<file path="config.mk">
export PLATFORM = sky130hd
export DESIGN_NAME = sp_bram_client_ctrl
export DESIGN_NICKNAME = d
export VERILOG_FILES = /design/src/rtl/sp_bram_client_pkg.sv /design/src/rtl/sp_bram_rsp_fifo.sv /design/src/rtl/sp_bram_client_ctrl.sv
export SDC_FILE = /design/constraint.sdc
export NUM_CORES = 1
export LEC_CHECK = 0
export CORE_ASPECT_RATIO = 1.25
export CORE_MARGIN = 10
export CORE_UTILIZATION = 39
export DETAILED_ROUTE_END_ITERATION = 8
export PLACE_DENSITY = 0.76
export SLEW_MARGIN = 20
export SYNTH_ARGS = -nofsm -noshare
export SYNTH_HDL_FRONTEND = slang
export SYNTH_SLANG_ARGS = --single-unit
</file>
<file path="constraint.sdc">
create_clock -name clk -period 2.6 [get_ports clk]
set_input_delay 0.39 -clock clk [delete_from_list [all_inputs] [get_ports clk]]
set_output_delay 0.39 -clock clk [all_outputs]
set_load 0.02 [all_outputs]
</file>
<file path="src/rtl/sp_bram_client_pkg.sv">
// rtl/sp_bram_client_pkg.sv - shared types and constants for the BRAM client controller
package sp_bram_client_pkg;

    typedef enum logic {INIT, RUN} state_t;

    localparam int RSP_DEPTH = 2;

    function automatic int strb_width(input int data_width);
        return data_width / 8;
    endfunction

endpackage

</file>
<file path="src/rtl/sp_bram_rsp_fifo.sv">
// rtl/sp_bram_rsp_fifo.sv - 2-entry response FIFO with registered head, shared by cache RAM clients
module sp_bram_rsp_fifo
    import sp_bram_client_pkg::*;
#(
    parameter int WIDTH = 32
) (
    input  logic             clk,
    input  logic             rst,
    input  logic             push,
    input  logic [WIDTH-1:0] push_data,
    input  logic             pop,
    output logic [1:0]       count,
    output logic             valid,
    output logic [WIDTH-1:0] data
);

    logic [WIDTH-1:0] tail;
    logic             do_pop;
    logic             do_push;

    assign do_pop  = pop && (count != 2'd0);
    // A full FIFO still accepts a push when the head leaves in the same cycle.
    assign do_push = push && ((count != 2'(RSP_DEPTH)) || do_pop);
    assign valid   = (count != 2'd0);

    always_ff @(posedge clk) begin
        if (rst) begin
            count <= 2'd0;
            data  <= '0;
            tail  <= '0;
        end else begin
            case ({do_push, do_pop})
                2'b10: begin
                    if (count == 2'd0) begin
                        data <= push_data;
                    end else begin
                        tail <= push_data;
                    end
                    count <= count + 2'd1;
                end
                2'b01: begin
                    data  <= tail;
                    count <= count - 2'd1;
                end
                2'b11: begin
                    if (count == 2'd1) begin
                        data <= push_data;
                    end else begin
                        data <= tail;
                        tail <= push_data;
                    end
                end
                default: begin
                end
            endcase
        end
    end

endmodule

</file>
<file path="src/rtl/sp_bram_client_ctrl.sv">
// rtl/sp_bram_client_ctrl.sv - request/response front end for the MRU cache single-port BRAM
module sp_bram_client_ctrl
    import sp_bram_client_pkg::*;
#(
    parameter int                    ADDR_WIDTH = 10,
    parameter int                    DATA_WIDTH = 32,
    parameter bit                    INIT_EN    = 1'b1,
    parameter logic [DATA_WIDTH-1:0] INIT_VALUE = '0
) (
    input  logic                    clk,
    input  logic                    rst,
    output logic                    init_done,
    input  logic                    req_valid,
    output logic                    req_ready,
    input  logic                    req_re,
    input  logic [DATA_WIDTH/8-1:0] req_we,
    input  logic [ADDR_WIDTH-1:0]   req_adr,
    input  logic [DATA_WIDTH-1:0]   req_wdat,
    output logic                    rsp_valid,
    input  logic                    rsp_ready,
    output logic [DATA_WIDTH-1:0]   rsp_rdat,
    output logic                    ram_re,
    output logic [DATA_WIDTH/8-1:0] ram_we,
    output logic [ADDR_WIDTH-1:0]   ram_adr,
    output logic [DATA_WIDTH-1:0]   ram_wdat,
    input  logic [DATA_WIDTH-1:0]   ram_rdat
);

    localparam int                    STRB_W   = strb_width(DATA_WIDTH);
    localparam logic [ADDR_WIDTH-1:0] LAST_ADR = '1;
    localparam logic [ADDR_WIDTH-1:0] ADR_ONE  = {{(ADDR_WIDTH-1){1'b0}}, 1'b1};

    state_t                state;
    state_t                state_next;
    logic [ADDR_WIDTH-1:0] sweep_adr;
    logic [ADDR_WIDTH-1:0] sweep_adr_next;
    logic                  inflight;
    logic [1:0]            count;
    logic                  pop;
    logic                  acc;
    logic                  run;
    logic [2:0]            occupancy;

    always_ff @(posedge clk) begin
        if (rst) begin
            state     <= INIT_EN ? INIT : RUN;
            sweep_adr <= '0;
            inflight  <= 1'b0;
        end else begin
            state     <= state_next;
            sweep_adr <= sweep_adr_next;
            inflight  <= ram_re;
        end
    end

    // Credit counts the read already in the RAM pipe, so the FIFO can never overflow.
    assign run       = (state == RUN) && !rst;
    assign pop       = rsp_valid && rsp_ready;
    assign occupancy = {1'b0, count} + {2'b00, inflight} - {2'b00, pop};
    assign req_ready = run && (occupancy < 3'd2);
    assign acc       = req_valid && req_ready;
    assign init_done = run;

    always_comb begin
        state_next     = state;
        sweep_adr_next = sweep_adr;
        ram_re         = 1'b0;
        ram_we         = '0;
        ram_adr        = '0;
        ram_wdat       = '0;
        if (!rst) begin
            case (state)
                INIT: begin
                    ram_we         = {STRB_W{1'b1}};
                    ram_adr        = sweep_adr;
                    ram_wdat       = INIT_VALUE;
                    sweep_adr_next = sweep_adr + ADR_ONE;
                    if (sweep_adr == LAST_ADR) begin
                        state_next = RUN;
                    end
                end
                RUN: begin
                    // A read with strobes set drops the write, matching the RAM's own priority.
                    ram_re   = acc && req_re;
                    ram_we   = (acc && !req_re) ? req_we : '0;
                    ram_adr  = req_adr;
                    ram_wdat = req_wdat;
                end
            endcase
        end
    end

    sp_bram_rsp_fifo #(
        .WIDTH(DATA_WIDTH)
    ) u_fifo (
        .clk      (clk),
        .rst      (rst),
        .push     (inflight),
        .push_data(ram_rdat),
        .pop      (pop),
        .count    (count),
        .valid    (rsp_valid),
        .data     (rsp_rdat)
    );

endmodule

</file>
# Word-level counts from Yosys, hierarchy flattened
# Index checks and enable logic that the tools add are counted.
[op_classes] add_sub_neg=5 order_cmp=1 eq_ne=9 muxes=18 n_bitwise=1 n_reduce_logical=18
[op_table] cell="32-bit 2-to-1 mux" count=5
[op_table] cell="32-bit case mux with 2 select lines" count=2
[op_table] cell="32-bit case mux with 3 select lines" count=1
[op_table] cell="10-bit case mux with 2 select lines" count=1
[op_table] cell="10-bit by 1-bit adder with 10-bit output, second input constant" count=1
[op_table] cell="10-bit == test, second input constant" count=1
[op_table] cell="10-bit 2-to-1 mux" count=1
[op_table] cell="1-bit logical AND" count=8
[op_table] cell="4-bit 2-to-1 mux" count=2
[op_table] cell="4-bit case mux with 2 select lines" count=1
[op_table] cell="2-bit inequality test, second input constant" count=3
[op_table] cell="2-bit nonzero test" count=3
[op_table] cell="2-bit by 1-bit == test with 1-bit output, second input constant" count=2
[op_table] cell="2-bit == test, second input constant" count=2
[op_table] cell="1-bit 2-to-1 mux" count=4
[op_table] cell="2-bit case mux with 2 select lines" count=1
[op_table] cell="2-bit by 1-bit adder with 3-bit output" count=1
[op_table] cell="3-bit by 2-bit less-than comparator with 1-bit output, second input constant" count=1
[op_table] cell="3-bit AND reduction" count=1
[op_table] cell="3-bit nonzero test" count=1
[op_table] cell="3-bit by 1-bit subtractor with 3-bit output" count=1
[op_table] cell="2-bit by 1-bit adder with 2-bit output, second input constant" count=1
[op_table] cell="1-bit logical NOT" count=2
[op_table] cell="2-bit logical NOT" count=1
[op_table] cell="5 further kinds" count=5
[word_totals] ff_bits=78 inputBits=83 out_inout_bits=82 elab_cells=58

# Longest topological paths before layout
# Gate-level depths: netlist (run 1).
[depth] depth_word=10 ltp_mapped=12 depth_no_buf=11

# By module
# A second synthesis (run 1) with hierarchy kept.
[unflattened] cells_unflattened=432 area_unflattened_um2=3699.8
[modules_own_cells] module="sp_bram_rsp_fifo" n_inst=1 cells_each=304 area_per_inst_um2=2680.1 seq_area_each_um2=1321.3
[modules_own_cells] module="sp_bram_client_ctrl" n_inst=1 cells_each=128 area_per_inst_um2=1019.7 seq_area_each_um2=240.2

# Worst setup path after synthesis (run 1)
# Ideal clock, no wire load.
[synth_timing] kind="flip-flop to output port" start="register u_fifo.count[1]" end="output port ram_we[0]" t_arrival_ns=2.696 required_ns=2.210 path_slack_ns=-0.486 stages_incl_launch_ff=13 n_path_buf=1 cell_sequence="dfxtp_1 > inv_1 > ha_1 > nand2b_1 > buf_6 > inv_1 > ha_1 > nand2b_1 > fa_1 > xnor2_1 > and3_1 > and3b_1 > a21o_1"
[synth_via] elab_chain_len=10 elab_cells_between_ends=11 classes_between="2 x add/sub; 1 x order compare; 3 x mux; 5 x reduce/logical"
[synth_lines] element="start: declaration" line_no="sp_bram_rsp_fifo.sv:12" source="output logic [1:0] count,"
[synth_lines] element="start signal: assignment" line_no="sp_bram_rsp_fifo.sv:39" source="count <= count + 2'd1;"
[synth_lines] element="start signal: assignment" line_no="sp_bram_rsp_fifo.sv:43" source="count <= count - 2'd1;"
[synth_lines] element="branches (longest 2 deep; another with 2-bit by 1-bit adder with 3-bit output)"
[synth_lines] element="3-bit by 1-bit subtractor with 3-bit output (*)" line_no="sp_bram_client_ctrl.sv:59" source="assign occupancy = {1'b0, count} + {2'b00, inflight} - {2'b00, pop};"
[synth_lines] element="3-bit by 2-bit less-than comparator with 1-bit output (*)" line_no="sp_bram_client_ctrl.sv:60" source="assign req_ready = run && (occupancy < 3'd2);"
[synth_lines] element="1-bit logical AND (*)" line_no="sp_bram_client_ctrl.sv:60"
[synth_lines] element="named net req_ready" line_no="sp_bram_client_ctrl.sv:14" source="output logic req_ready,"
[synth_lines] element="1-bit logical AND (*)" line_no="sp_bram_client_ctrl.sv:61" source="assign acc = req_valid && req_ready;"
[synth_lines] element="1-bit logical AND (*)" line_no="sp_bram_client_ctrl.sv:85" source="ram_we = (acc && !req_re) ? req_we : '0;"
[synth_lines] element="4-bit 2-to-1 mux (*)" line_no="sp_bram_client_ctrl.sv:85"
[synth_lines] element="4-bit case mux with 2 select lines (*)" line_no="sp_bram_client_ctrl.sv:72" source="case (state)"
[synth_lines] element="4-bit 2-to-1 mux (*)" line_no="sp_bram_client_ctrl.sv:71" source="if (!rst) begin"
[synth_lines] element="end: declaration" line_no="sp_bram_client_ctrl.sv:23" source="output logic [DATA_WIDTH/8-1:0] ram_we,"
# Mark *: on every way through the listed nets, which the timed path passes.

# Final worst setup path (run 1)
[layout_timing] start="input port rsp_ready" end="output port ram_we[3]"
[layout_via] elab_chain_len=9
[layout_lines] element="start: declaration" line_no="sp_bram_client_ctrl.sv:20" source="input logic rsp_ready,"
[layout_lines] element="1-bit logical AND" line_no="sp_bram_client_ctrl.sv:58" source="assign pop = rsp_valid && rsp_ready;"
[layout_lines] element="3-bit by 1-bit subtractor with 3-bit output" line_no="sp_bram_client_ctrl.sv:59"
[layout_lines] element="3-bit by 2-bit less-than comparator with 1-bit output" line_no="sp_bram_client_ctrl.sv:60"
[layout_lines] element="1-bit logical AND" line_no="sp_bram_client_ctrl.sv:60"
[layout_lines] element="1-bit logical AND" line_no="sp_bram_client_ctrl.sv:61"
[layout_lines] element="1-bit logical AND" line_no="sp_bram_client_ctrl.sv:85"
[layout_lines] element="4-bit 2-to-1 mux" line_no="sp_bram_client_ctrl.sv:85"
[layout_lines] element="4-bit case mux with 2 select lines" line_no="sp_bram_client_ctrl.sv:72"
[layout_lines] element="4-bit 2-to-1 mux" line_no="sp_bram_client_ctrl.sv:71"
# No other way between the ends.

==> metrics.txt, run 1 <==
WL/cell about 16 µm; largest family of logic cells by synthesized area simple AND/OR/NAND/NOR gates; io pins around 170; Iteration-0 DRC Markers approximately 180; Crit Path Max Fanout 4; max cap viols 0; CTS Buf Count 9; share of layout cells above drive strength 1 between 10% and 20%; routability cong. around 0.76; CTS Buffer Depth 2; Seq/Total Area, Yosys 40.05%; share of the synthesized area in the top cell type 40.05%; RSZ-0062 raised after global routing true; internal reg-to-reg setup slack ~0.49 ns; Worst Setup End Kind primary output; Tmin final around 2.9 ns; Setup TNS -1.719 ns; syn nets around 560; Comb pwr share 23.4%; final period utilization 113.2%; Starting Density roughly two fifths; clk sinks 78; post-synthesis simple-gate area fraction roughly 27%; hold slack final around 0.46 ns; CP startpoint kind input port; antenna viol nets, final 0; relative max-transition margin between 30% and 40%; crit path kind in -> out; switch share a little over a quarter; slowest CP cell clkdlybuf4s50_1; worst path arrival time around 2.6 ns; Placed Cells roughly 740; internal power ~2.5 mW; GR Util met3 2.838%; FILL cells ~840; vias per cell roughly 5; power per cell area roughly 570 nW/µm²; status finished with violations; EDFF count, synth 0; crit-path cells clkdlybuf4s50_1, nand2b_4, inv_4, ha_4, nand2b_4, fa_2, and3_4, and3b_2, a21o_1, buf_6; Final Skew about 0.0069 ns; row count 40; worst skew pair latency between 0.3 and 0.4 ns; Clock power frac between 30 and 40%; first-pass GRT wire length 19,160 µm; Async S/R FF share, synth 0%; distinct cell type count after synthesis 37; Layout Utilization a little over three fifths; mapped cell area 3899 µm²; met1 GRT Util 18.15%; Post-route DRC 0; DRT Pass-1 Iters 4; synthesized area per cell around 8.4 µm²; IO Port Bufs around 160; most frequent CP cell nand2b_4; switching power roughly 960 µW; multiplexer area fraction after synthesis 3.338%; Die Ht 131.8 µm; Layout Nets between 700 and 800; Die X 109.4 µm; DIE AREA 14,420 µm²; Sequential Power Share between 30% and 40%; HPWL after DPL 8947 µm; CTS Hold Bufs 0; Synthesis Warnings 0; setup slack after layout -0.3439 ns; Synth Area in Compound Gates a little under a fifth; CP required between 2 and 2.5 ns; post-synth top area cell dfxtp_1; Area contributors post-synth dfxtp_1 (40%), nand2_1 (13%), a311oi_2 (12%); violated checks negative setup slack; gr busiest metal met2; clk root buf clkbuf_16; vias between 3,000 and 4,000; final setup fails 6; clock-pin slew on the worst setup and hold paths around 0.06 ns; Final Max Tran Viols 0; CTS tree yes; top_reg_cell synth dfxtp_1; maximum vdd drop between 0.0004 and 0.0005 V; Worst Tran Pin Value between 0.9 and 1 ns; slowest stage delay, CP 0.54 ns; met2 Usage GRT ~30%; vias in the first global route around 3,700; antenna violations before repair 0; Synth Area in XOR/XNOR 2.022%; Final Non-Filler Cells between 700 and 800; gr usage total approximately 16%; Antenna diodes 0; Worst Setup Slack post-DPL -0.8546 ns; final hold violation count 0; largest net degree at the start of global routing 78; post-synthesis register bit count 78; drt total wl around 12,000 µm; Area after DPL around 5700 µm²; Leak 2.165 nW; Hold/Removal Path Class reg -> reg; total power 3.492 mW; Max Clock Freq 0.3397 GHz; Core Region approximately 9700 µm²; Post-Synth Adder-Cell Area around 2.1%; Mapped Cells ~470; total grt overflow 0; synth-to-layout area growth 55.84%; H-tree Lvls 3; Final Instance Area about 6100 µm²
## kinds of logic after synthesis
| family | after synthesis |
|---|---|
| adder cells (fa/ha/maj) | 6 |
| XOR/XNOR | 9 |
| multiplexers | 13 |
| buffers and inverters | 41 |
| AND/OR/NAND/NOR | 241 |
| AO/OA/AOI/OAI | 78 |
| flip-flops | 78 |
## cell type report
cell class	instances	area, µm²	share of cell area (%)
multi-input combinational	347	2158	35.52
timing repair buffer	185	1842	30.31
sequential	78	1567	25.78
clock buffer	9	225.2	3.707
tap	126	157.7	2.595
clock inverter	7	102.6	1.689
inverter	5	23.77	0.3913
## sequential cells by signal (all words and copies together) (netlist names)
name,cells
u_fifo.count,2
u_fifo.data,32
inflight,1
sweep_adr,10
u_fifo.tail,32
state,1
## final timing paths
path / start / endpoint / depth (start not counted)
max: rsp_ready / ram_we[3] / 10
min: u_fifo.tail[14] / u_fifo.tail[14] / 2
max reg2reg: u_fifo.count[1] / inflight / 11
min reg2reg: u_fifo.tail[14] / u_fifo.tail[14] / 2
## routing by layer
layer / vias up / wire (µm)
met5: - / 0
met4: 0 / 92
met3: 6 / 521
met2: 69 / 6662
met1: 1749 / 4744
li1: 1871 / -
## critical path, delay by kind of cell
family                   cells  cell delay [ns]
buffers and inverters        3             0.72
AND/OR/NAND/NOR              4             0.60
AO/OA/AOI/OAI                1             0.14
adder cells (fa/ha/maj)      2             0.70
## power groups by stage
stage / combinational [mW] / sequential [mW] / clock (mW)
finish: 0.816 / 1.31 / 1.37
global route: 0.880 / 1.32 / 1.45
CTS: 0.822 / 1.31 / 1.40
detailed placement: 0.807 / 1.33 / 0
global placement: 0.790 / 1.33 / 0
floorplan: 0.377 / 1.40 / 0
## cells in the mapped netlist, types with 7 or more instances
library cell	number
clkbuf_1	14
a311oi_2	30
nor2_1	56
buf_2	7
a21oi_1	34
dfxtp_1	78
buf_4	10
mux2i_1	13
and2_1	32
nand2_1	133
## layout by cell type (no fill, tap or decap), types with 2 or more instances in the layout
| cell | instances |
|---|---|
| xnor2_1 | 4 |
| mux2i_1 | 13 |
| a21oi_1 | 34 |
| and2_1 | 32 |
| a311oi_1 | 3 |
| inv_6 | 3 |
| inv_4 | 2 |
| nand2b_4 | 3 |
| or3_1 | 2 |
| inv_1 | 2 |
| nand2_1 | 133 |
| o21ai_0 | 3 |
| nor2_1 | 56 |
| bufinv_16 | 2 |
| a21o_1 | 4 |
| buf_6 | 6 |
| dfxtp_1 | 76 |
| clkdlybuf4s50_1 | 157 |
| buf_12 | 3 |
| a311oi_2 | 30 |
| nand4_1 | 2 |
| ha_1 | 3 |
| ha_4 | 2 |
| clkbuf_16 | 9 |
| buf_4 | 19 |
| xor2_1 | 4 |
## what timing repair did
item,in CTS,in global routing
pin swaps,4,5
buffers inserted,1,1
gates resized for setup,39,1
hold endpoints to repair,0,0
endpoints found under the setup margin,6,6
(Power assumes the default switching activity.)
==> inputs of run 2 (changes only) <==
GPL_TIMING_DRIVEN = 0   (was not set)
==> run 2 against run 1 <==
  * The flow still finishes with violations (negative setup slack)
  * Non-clock buffer count grew 21
  * Die area did not move
  * Clock power fell by 5%
  * Sequential power hardly changed
  * Final area up 0.72%
  * Cell count up 2.8%
  * Clock-buffer cell count is 2 higher
  * Critical path depth increased by 1
  * Critical endpoint is now ram_we[0]
==> metrics.txt, run 2 (synthesis results as in run 1) <==
status finished with violations; violated checks negative setup slack; Starting Density 40.15% (unchanged); antenna viol nets, final 0 (unchanged); top flop regs u_fifo.data x32, u_fifo.tail x32, sweep_adr x10; vias 3,895 (+5.4%); CTS Hold Bufs 0 (unchanged); Clock power frac 37.9% (-1.3 points); commonest cells after routing, fill and taps aside clkdlybuf4s50_1 (157), nand2_1 (133), dfxtp_1 (76); clock-pin slew on the worst setup and hold paths 0.06 ns (about the same); Hold/Removal Path Class reg -> reg; final setup fails 6 (unchanged); DIE AREA 14,420 µm² (unchanged); Antenna diodes 0 (unchanged); hold path cells 2 (unchanged); hold slack final 0.4554 ns (-0.0006990 ns); Die Ht 131.8 µm (unchanged); H-tree Lvls 3 (unchanged); max cap viols 0 (unchanged); Crit Path Max Fanout 4 (unchanged); first-pass GRT wire length 20,010 µm (+4.4%); final period utilization 114.2% (+1.0 points); Reg-to-Reg End inflight; Worst Tran Pin Value 0.7723 ns (-0.2075 ns); Post-route DRC 0 (unchanged); total grt overflow 0 (unchanged); Layout Nets 736 (+2.9%); crit path kind reg -> out; Comb pwr share 24.0% (+0.6 points); gr usage total 17.34% (+1.1 points); setup slack after layout -0.3704 ns (-0.02650 ns); Final Max Tran Viols 0 (unchanged); largest net degree at the start of global routing 15 (-81%); end of the worst hold path u_fifo.tail[25]; worst path arrival time 2.58 ns (+0.03 ns); Worst Setup End Kind primary output; synth-to-layout area growth 56.96%; Leak 2.206 nW (+1.9%); row count 40 (unchanged); RSZ-0062 raised after global routing true; Tmin final 2.970 ns (+0.02650 ns); internal power 2.457 mW (-3.1%); CP required 2.21 ns (about the same); Final Instance Area 6120 µm² (+0.72%); CTS Buf Count 9 (unchanged); WL/cell 16.49 µm (+3.8%); share of layout cells above drive strength 1 15.64% (+0.75 points); Area after DPL 5744 µm² (+0.55%); Setup TNS -2.015 ns (-0.2957 ns); CTS Buffer Depth 2 (unchanged); commonest non-fill, non-tap cell in the layout clkdlybuf4s50_1; DRT Pass-1 Iters 4 (unchanged); reg2reg path depth 10 (-1); switching power 973.8 µW (+1.8%); worst r2r src u_fifo.count[1]; clk root buf clkbuf_16; power per cell area 560.7 nW/µm² (-2.5%); total power 3.431 mW (-1.8%); relative max-transition margin 48.51% (+14 points); Layout Utilization 63.03% (+0.45 points); drt total wl 12,830 µm (+6.7%); internal reg-to-reg setup slack 0.48 ns (about the same); antenna violations before repair 0 (unchanged); vias per cell 5.006 (+2.6%); worst skew pair latency 0.34 ns (about the same); Sequential Power Share 38.2% (+0.7 points); CP startpoint kind flip-flop; routability cong. 0.8132 (+6.5%); final hold violation count 0 (unchanged); CTS tree yes; vias in the first global route 3,794 (+2.8%); IO Port Bufs 163 (-0.61%); Hold Startpoint u_fifo.tail[25]; HPWL after DPL 9871 µm (+10%); Core Region 9709 µm² (unchanged); Iteration-0 DRC Markers 141 (-23%); maximum vdd drop 0.0003326 V (-18%); io pins 165 (unchanged); switch share 28.38% (+0.99 points); Final Skew 0.007986 ns (+0.001103 ns); Die X 109.4 µm (unchanged); clk sinks 78 (unchanged); Max Clock Freq 0.3367 GHz (-0.89%)
[run 2: cell types whose count changed in the layout (fill, tap and decap cells not counted), moves of 3 or more]
cell      change
buf_6         +4
clkbuf_2      +3
buf_12        -3
buf_2         +7
clkbuf_1     +12
[run 2: layout make-up]
type | count | area [µm²]
Fill cell | 817 | 3590
Multi-Input combinational cell | 347 | 2150
Timing Repair Buffer | 171 | 1699
Sequential cell | 78 | 1567
Clock buffer | 11 | 242.7
Buffer | 35 | 211.5
Tap cell | 126 | 157.7
Clock inverter | 5 | 63.81
Inverter | 5 | 28.78
[run 2: worst max-delay path, stage by stage, from the launching register on]
cell,delay [ns]
dfxtp_2,0.36
inv_4,0.05
ha_4,0.15
nand2b_4,0.15
clkinv_4,0.06
ha_4,0.18
nand2b_4,0.13
fa_2,0.52
and3_4,0.18
and3b_2,0.22
a21o_1,0.14
buf_6,0.12
[run 2: worst max-delay path by stage]
stage | from | to | slack, ns | depth (start not counted)
after floorplan | u_fifo.count[1] | ram_we[0] | -0.15 | 11
final | u_fifo.count[0] | ram_we[0] | -0.37 | 11
after CTS | u_fifo.count[0] | ram_we[2] | -0.38 | 11
after global routing | u_fifo.count[0] | ram_we[0] | -0.47 | 11
after global placement | rsp_ready | ram_we[2] | -0.99 | 11
after detailed placement | rsp_ready | ram_we[1] | -1.00 | 11
[run 2: metrics by stage]
| step | setup slack (ns) | std cells |
|---|---|---|
| CTS | -0.3842 | 776 |
| global route | -0.4674 | 778 |
| floorplan | -0.1550 | 466 |
| finish | -0.3704 | 778 |
| global placement | -0.9858 | 755 |
| detailed placement | -1.003 | 755 |
[run 2: per-layer routing]
metal / up-vias / part of all wire (%) / track usage (%)
met5: - / 0 / 0
met4: 0 / 1.3 / 5.217
met3: 12 / 4.8 / 3.425
met2: 100 / 54 / 31.18
met1: 1870 / 39 / 19.63
li1: 1913 / - / -
[run 2: what timing repair did]
action                                 CTS  global route
gates cloned                             0             0
buffers inserted                         6             2
setup endpoints to repair                6            35
resized for setup                       39             8
pin swaps                                4             4
endpoints found under the hold margin    0             0
[run 2: power by group through the flow]
stage | registers [mW] | clock network [mW] | logic (mW)
final | 1.31 | 1.30 | 0.822
after global routing | 1.32 | 1.38 | 0.887
after CTS | 1.31 | 1.31 | 0.830
after detailed placement | 1.34 | 0 | 0.809
after global placement | 1.34 | 0 | 0.791
after floorplan | 1.40 | 0 | 0.377
==> inputs of run 3 (changes only) <==
SLEW_MARGIN = not set   (was 20)
==> results of run 3 <==
The final DEF is identical to that of run 2; final timing and power are the same.
